**src/rtl/onehot_dec_pkg.sv**
```systemverilog
// Shared constants and decode helper for the registered one-hot decoder.
// The helper works at the widest supported size; callers slice what they need.
package onehot_dec_pkg;

  localparam int MODE_REPLACE = 0;
  localparam int MODE_ACCUM   = 1;
  localparam int MAX_N        = 256;

  // Returns {bitmap[MAX_N-1:0], err}
  function automatic logic [MAX_N:0] decode(
    input logic [7:0] idx,
    input int         out_n
  );
    logic [MAX_N-1:0] bm;
    logic             err;
    err = (32'(idx) >= out_n);
    bm  = '0;
    if (!err) bm[idx] = 1'b1;
    return {bm, err};
  endfunction

endpackage

```
**src/rtl/dec_fifo2.sv**
```systemverilog
// Two-entry register FIFO holding decoded entries.
// Output reads as zero whenever the FIFO is empty.
module dec_fifo2
  import onehot_dec_pkg::*;
#(
  parameter int WIDTH = 9
) (
  input  logic             clk,
  input  logic             reset,
  input  logic             push,
  input  logic             pop,
  input  logic [WIDTH-1:0] din,
  output logic [WIDTH-1:0] dout,
  output logic [1:0]       count
);

  logic [WIDTH-1:0] mem_q [2];
  logic [WIDTH-1:0] mem_d [2];
  logic             wr_q, wr_d;
  logic             rd_q, rd_d;
  logic [1:0]       count_q, count_d;
  logic             push_ok, pop_ok;

  always_comb begin
    push_ok  = push && (count_q != 2'd2);
    pop_ok   = pop && (count_q != 2'd0);
    mem_d    = mem_q;
    wr_d     = wr_q;
    rd_d     = rd_q;
    if (push_ok) begin
      mem_d[wr_q] = din;
      wr_d        = ~wr_q;
    end
    if (pop_ok) rd_d = ~rd_q;
    count_d = count_q + {1'b0, push_ok} - {1'b0, pop_ok};
  end

  always_ff @(posedge clk) begin
    if (reset) begin
      mem_q[0] <= '0;
      mem_q[1] <= '0;
      wr_q     <= 1'b0;
      rd_q     <= 1'b0;
      count_q  <= 2'd0;
    end else begin
      mem_q    <= mem_d;
      wr_q     <= wr_d;
      rd_q     <= rd_d;
      count_q  <= count_d;
    end
  end

  assign dout  = (count_q != 2'd0) ? mem_q[rd_q] : '0;
  assign count = count_q;

endmodule

```
**src/rtl/onehot_decoder_q.sv**
```systemverilog
// Registered binary-to-one-hot decoder with valid/ready on both sides,
// optional sticky OR-accumulate and a two-entry output queue.
module onehot_decoder_q
  import onehot_dec_pkg::*;
#(
  parameter int IN_W  = 3,
  parameter int OUT_N = 8,
  parameter int MODE  = MODE_REPLACE
) (
  input  logic             clk,
  input  logic             reset,
  input  logic             in_valid,
  output logic             in_ready,
  input  logic [IN_W-1:0]  in_idx,
  input  logic             clr,
  output logic             out_valid,
  input  logic             out_ready,
  output logic [OUT_N-1:0] out_onehot,
  output logic             out_err
);

  localparam int W = OUT_N + 1;

  logic [MAX_N:0]   dec_full;
  logic [OUT_N-1:0] dec;
  logic             err;
  logic             accept;
  logic             pop;
  logic [W-1:0]     entry;
  logic [W-1:0]     dout;
  logic [1:0]       count;
  logic             unused_dec;

  always_comb begin
    dec_full = decode(8'(in_idx), OUT_N);
    dec      = dec_full[OUT_N:1];
    err      = dec_full[0];
  end

  assign unused_dec = ^dec_full;

  // Ready depends only on registered occupancy, never on out_ready
  assign in_ready  = !reset && (count != 2'd2);
  assign accept    = in_valid && in_ready;
  assign out_valid = (count != 2'd0);
  assign pop       = out_valid && out_ready;

  if (MODE == MODE_ACCUM) begin : g_acc
    logic [OUT_N-1:0] acc_q, acc_d;

    always_comb begin
      acc_d = (clr ? '0 : acc_q) | (accept ? dec : '0);
    end

    always_ff @(posedge clk) begin
      if (reset) acc_q <= '0;
      else       acc_q <= acc_d;
    end

    assign entry = {acc_d, err};
  end else begin : g_rep
    logic unused_clr;
    assign unused_clr = clr;
    assign entry      = {dec, err};
  end

  dec_fifo2 #(
    .WIDTH (W)
  ) u_fifo (
    .clk   (clk),
    .reset (reset),
    .push  (accept),
    .pop   (pop),
    .din   (entry),
    .dout  (dout),
    .count (count)
  );

  assign out_onehot = dout[W-1:1];
  assign out_err    = dout[0];

endmodule
```
**config.mk**
```make
export PLATFORM = sky130hd
export DESIGN_NAME = onehot_decoder_q
export DESIGN_NICKNAME = d
export VERILOG_FILES = /design/src/rtl/onehot_dec_pkg.sv /design/src/rtl/dec_fifo2.sv /design/src/rtl/onehot_decoder_q.sv
export SDC_FILE = /design/constraint.sdc
export NUM_CORES = 1
export LEC_CHECK = 0
export ABC_AREA = 1
export BUFFER_PORTS_ARGS = -buffer_cell sky130_fd_sc_hd__buf_2
export CAP_MARGIN = 30
export CORE_MARGIN = 2
export CORE_UTILIZATION = 35
export DETAILED_ROUTE_END_ITERATION = 8
export HOLD_SLACK_MARGIN = 0.06
export PLACE_DENSITY_LB_ADDON = 0.12
export SLEW_MARGIN = 20
export SYNTH_ARGS = -nofsm -noshare
export SYNTH_HDL_FRONTEND = slang
export SYNTH_SLANG_ARGS = --single-unit
```
**constraint.sdc**
```tcl
create_clock -name clk -period 4.7 [get_ports clk]
set_clock_uncertainty 0.2 [all_clocks]
set_input_delay 0.94 -clock clk [delete_from_list [all_inputs] [get_ports clk]]
set_output_delay 0.94 -clock clk [all_outputs]
set_load 0.02 [all_outputs]
```
---- Word level (Yosys, flattened, before mapping) ----
Index checks and enable logic that the tools add are counted.
operators by class
  add/subtract/negate cells ............... 2
  eq/ne operators ......................... 1
  bitwise gates (word level) .............. 4
  reduce and logical (&&, ||, !) cells .... 9
  $lt $le $gt $ge ......................... 5
  mux-type cells .......................... 9
operators with widths
  cell                number
  $mux 9              5
  $bwmux 18           1
  $demux 9 s1         1
  $lt 3x9->1 const B  1
  $logic_and 1x1->1   7
  $ge 2x2->1 const B  2
  $not 1->2           2
  $demux 1 s3         1
  $ge 3x1->1 const B  1
  $add 2x1->2         1
  $lt 2x1->1 const B  1
  $ne 2x2->1 const B  1
  $not 1->1           2
  $reduce_bool 2->1   1
  $sub 2x1->2         1
  $logic_not 1->1     1
  $mux 1              1
storage, ports and cells
  output and inout port bits .............. 11
  word-level logic and storage cells ...... 35
  input bits .............................. 8
  register bits after elaboration ......... 22

---- Logic depth before layout (Yosys ltp) ----
  depth after elaboration ................. 6
  gate-level depth with buffers ........... 8
  depth with buffers taken out ............ 8

---- Hierarchy ----
From an unflattened synthesis, not the netlist that was laid out.
second synthesis, totals
  cells, all modules ...................... 183
  area total of the unflattened synthesis .. 1,203.7 µm²
by module, submodules not included
  module            sequential area each (µm²)  area each (µm²)  times used  cells each
  dec_fifo2         440.4                       1,088.5          1           162
  onehot_decoder_q  0.0                         115.1            1           21

---- Least setup slack after synthesis ----
No wires, ideal clock.
  kind .................................... input-to-output
  from .................................... input reset
  to ...................................... output in_ready
  path buffers ............................ 0
  cell stages on the path ................. 1
  arrival time ............................ 1.313 ns
  slack ................................... 2.247 ns
  data required time ...................... 3.560 ns
  path through ............................ a21oi_1
on the way
  longest elaborated chain between the ends .. 2
RTL lines
  what               RTL line                source
  start, declared    onehot_decoder_q.sv:11  input logic reset,
  $logic_not 1->1    onehot_decoder_q.sv:43  assign in_ready = !reset && (count != 2'd2);
  $logic_and 1x1->1  onehot_decoder_q.sv:43
  end, declared      onehot_decoder_q.sv:13  output logic in_ready,
Every way passes these cells.

---- Final worst setup path ----
  from .................................... register u_fifo.count_q[1], in the netlist u_fifo.count[1]
  to ...................................... output out_onehot[7]
on the way
  longest elaborated chain between the ends .. 2
RTL lines
  what                    RTL line                source
  start, declared         dec_fifo2.sv:21         logic [1:0] count_q, count_d;
  start signal, assigned  dec_fifo2.sv:49         count_q <= count_d;
  $reduce_bool 2->1       dec_fifo2.sv:53         assign dout = (count_q != 2'd0) ? mem_q[rd_q] : '0;
  $mux 9                  dec_fifo2.sv:53
  end, declared           onehot_decoder_q.sv:18  output logic [OUT_N-1:0] out_onehot,
Every way passes these cells.

==> results.txt <==
Summing all placed instances gives a cell area of 1130 µm². The detailed-routing iteration count for the pre-antenna-repair pass came out at 4. The count of max-cap constraint violations came out at 0. The die covers 3510 µm². After detailed routing, the average wire length per cell comes to 10.4 µm. The final number of max-transition violations is 0.

Of the cells placed in the final design, the portion with a size suffix greater than 1 is 14.5%. The initial antenna violation count came out at 0. In this run, post-CTS repair resized a total of 0 instances.

Clock latency on the worst-skew pair, taken at its later pin, is 0.29 ns. The utilization after layout is 38.7%. The achievable clock frequency is 380 MHz.

The average instance in the mapped netlist occupies 6.63 µm². The count of final hold-check violations is 0. The vias per cell came out at 4.53.

The critical setup path kind is reg -> out. Of the synthesized area, sequential elements account for 37.5%. For this design, the sink count on the clock tree is 20. The global-route met3 utilization is 2.18%. The number of nets with antenna violations after detailed routing is 0. The first-pass GRT wire length is 3590 µm. Entering global routing, the biggest net connects 24 pins. The number of ports placed on the die boundary is 19.

The vertical die dimension is 59.2 µm. The worst setup path is launched from a register. The post-route cell area came out at 1150 µm². The transition time at the pin with the least slew margin is 0.574 ns. The final RePlAce weighted congestion is 0.716. The number of H-tree levels came out at 1. The Yosys warning count came out at 0. The cell area after synthesis is 1070 µm². The worst-case IR drop observed on VDD is 0.000167 V.

The setup TNS after final layout came out at 0 ns. The number of buffers inserted to repair setup after CTS came out at 0. The final critical path time including I/O delays and setup is 2.63 ns. Clock-pin slew was measured on the worst setup and hold paths at 0.11 ns. The required time of the worst setup path is 3.56 ns. The post-layout net count is 184. The tightest hold path in the finished design has a slack of 0.315 ns. Clock tree synthesis selected as its root buffer the cell sky130_fd_sc_hd__clkbuf_4. STA classifies the critical path endpoint as an output port.

Setup repair after global routing left no endpoint under its margin. The relative slew slack came out at 61.7%. For this configuration, the core starts out at a cell density of 35.8%. The flow ran to the end, and the final reports show no timing, DRC or antenna violations.

The total of endpoints with negative setup slack in the final report is 0. For this run, global-route usage on met1 was measured as 18.0%. The DRC violation count after routing came out at 0. The number of diodes added for antenna fixing is 0. Dividing total power by cell area gives a power density of 451 nW/µm². The remaining global-route overflow is 0. The number of hold buffers added after cts came out at 0. TritonCTS built the clock tree.

The DRC marker count from the first detailed-route iteration is 42. The number of I/O port buffers came out at 16. The met2 track demand over resource in global routing is 21.5%. The number of cell rows came out at 20. After layout, the design draws a total of 0.520 mW. The number of distinct standard cells referenced by the synthesized netlist came out at 20.

The maximum fanout encountered on the critical timing path came out at 9. The classification of the worst-slack hold path is reg -> reg. The post-synth net total is 170.

The standby leakage power is 0.633 nW. From left edge to right edge, the die measures 59.2 µm. The area growth from synthesis to final layout came out at 8.09%. The overall via count from detail_route is 933. The number of clock buffers added by TritonCTS is 3.

The final cycle utilization of the critical path is 56.0%. The busiest layer in global routing is met2. Synthesis handed over a netlist of 161 instances. The via count of the first global-routing pass is 814. The detailed placer's ending HPWL came out at 1470 µm. The total core area is 2980 µm². The sum of routed wire length over all layers is 2130 µm. The number of storage elements in the synthesis netlist is 20. The overall global routing resource usage is 13.6%. STA puts the critical path data arrival time at 1.49 ns. The number of buffers on the longest clock path came out at 2.
synthesized netlist by cell type:
library cell | number | share of area, %
sky130_fd_sc_hd__nand2_1 | 36 | 13
sky130_fd_sc_hd__nor2_1 | 36 | 13
sky130_fd_sc_hd__inv_1 | 23 | 8.1
sky130_fd_sc_hd__dfxtp_1 | 20 | 38
sky130_fd_sc_hd__a21oi_1 | 12 | 5.6
sky130_fd_sc_hd__o21ai_0 | 9 | 4.2
sky130_fd_sc_hd__nor3_1 | 8 | 3.8
sky130_fd_sc_hd__buf_2 | 2 | 0.94
sky130_fd_sc_hd__buf_6 | 2 | 2.1
sky130_fd_sc_hd__nand2_2 | 2 | 1.2
sky130_fd_sc_hd__nand4_4 | 2 | 4.0
sky130_fd_sc_hd__buf_4 | 1 | 0.70
sky130_fd_sc_hd__bufinv_8 | 1 | 1.6
sky130_fd_sc_hd__clkbuf_1 | 1 | 0.35
sky130_fd_sc_hd__clkbuf_8 | 1 | 1.3
sky130_fd_sc_hd__conb_1 | 1 | 0.35
sky130_fd_sc_hd__ha_1 | 1 | 1.2
sky130_fd_sc_hd__inv_2 | 1 | 0.35
sky130_fd_sc_hd__nand4_1 | 1 | 0.59
sky130_fd_sc_hd__xnor2_1 | 1 | 0.82
where the power goes:
part / internal, mW / leakage [nW] / switching (mW) / total [mW]
clock network: 0.0298 / 0.0138 / 0.0511 / 0.0810
logic: 0.0726 / 0.456 / 0.144 / 0.217
registers: 0.196 / 0.163 / 0.0271 / 0.223
state kept, by name, summed over array words and instances, names as in the netlist:
name / cells
u_fifo.mem_q: 16
u_fifo.wr_q: 1
u_fifo.rd_q: 1
u_fifo.count: 2
metrics by stage:
stage               setup WS [ns]  instances
floorplan                    2.25        161
global placement             2.19        203
detailed placement           2.19        203
CTS                          2.02        206
global route                 1.89        206
finish                       2.07        206
final cells by class:
class | instances | area (µm²)
Clock buffer | 3 | 22.5
Fill cell | 331 | 1820
Inverter | 25 | 108
Multi-Input combinational cell | 109 | 502
Sequential cell | 20 | 400
Tap cell | 33 | 41.3
Timing Repair Buffer | 16 | 80.1
worst paths after layout:
path	depth (start not counted)	slack, ns	end	startpoint
max reg2reg	7	3.09	u_fifo.count[1]	u_fifo.count[1]
min	4	0.32	u_fifo.mem_q[16]	u_fifo.mem_q[16]
min reg2reg	4	0.32	u_fifo.mem_q[16]	u_fifo.mem_q[16]
max	5	2.07	out_onehot[7]	u_fifo.count[1]
cells in the final DEF, fill, tap and decap left out:
cell type	n
sky130_fd_sc_hd__a21oi_1	12
sky130_fd_sc_hd__buf_2	16
sky130_fd_sc_hd__bufinv_8	1
sky130_fd_sc_hd__clkbuf_4	3
sky130_fd_sc_hd__conb_1	1
sky130_fd_sc_hd__dfxtp_1	20
sky130_fd_sc_hd__ha_1	1
sky130_fd_sc_hd__inv_1	23
sky130_fd_sc_hd__inv_2	1
sky130_fd_sc_hd__nand2_1	36
sky130_fd_sc_hd__nand2_2	2
sky130_fd_sc_hd__nand4_1	1
sky130_fd_sc_hd__nand4_4	2
sky130_fd_sc_hd__nor2_1	36
sky130_fd_sc_hd__nor3_1	8
sky130_fd_sc_hd__o21ai_0	9
sky130_fd_sc_hd__xnor2_1	1
cell families after synthesis:
kind of cell / count (synthesis) / share of synthesized area (%)
and+or+nand+nor: 85 / 34.8
other: 1 / 0.351
xor gates and xnor gates: 1 / 0.821
AOI/OAI and AO/OA: 21 / 9.85
DFF: 20 / 37.5
buffers and inverters: 32 / 15.5
adders and majority gates: 1 / 1.17
metal layers:
metal / part of all wire (%) / wire length (µm) / up-vias
met5: 0 / 0 / -
met4: 0.98 / 21 / 0
met3: 2.9 / 62 / 2
met2: 45 / 950 / 11
met1: 51 / 1100 / 410
li1: - / - / 510
worst max-delay path, stage by stage (launching register included):
cell and delay (ns):
sky130_fd_sc_hd__dfxtp_1 0.42, sky130_fd_sc_hd__nor2_1 0.08, sky130_fd_sc_hd__inv_1 0.22, sky130_fd_sc_hd__o21ai_0 0.13, sky130_fd_sc_hd__a21oi_1 0.15, sky130_fd_sc_hd__buf_2 0.18
Power figures use the tool's default switching activity.
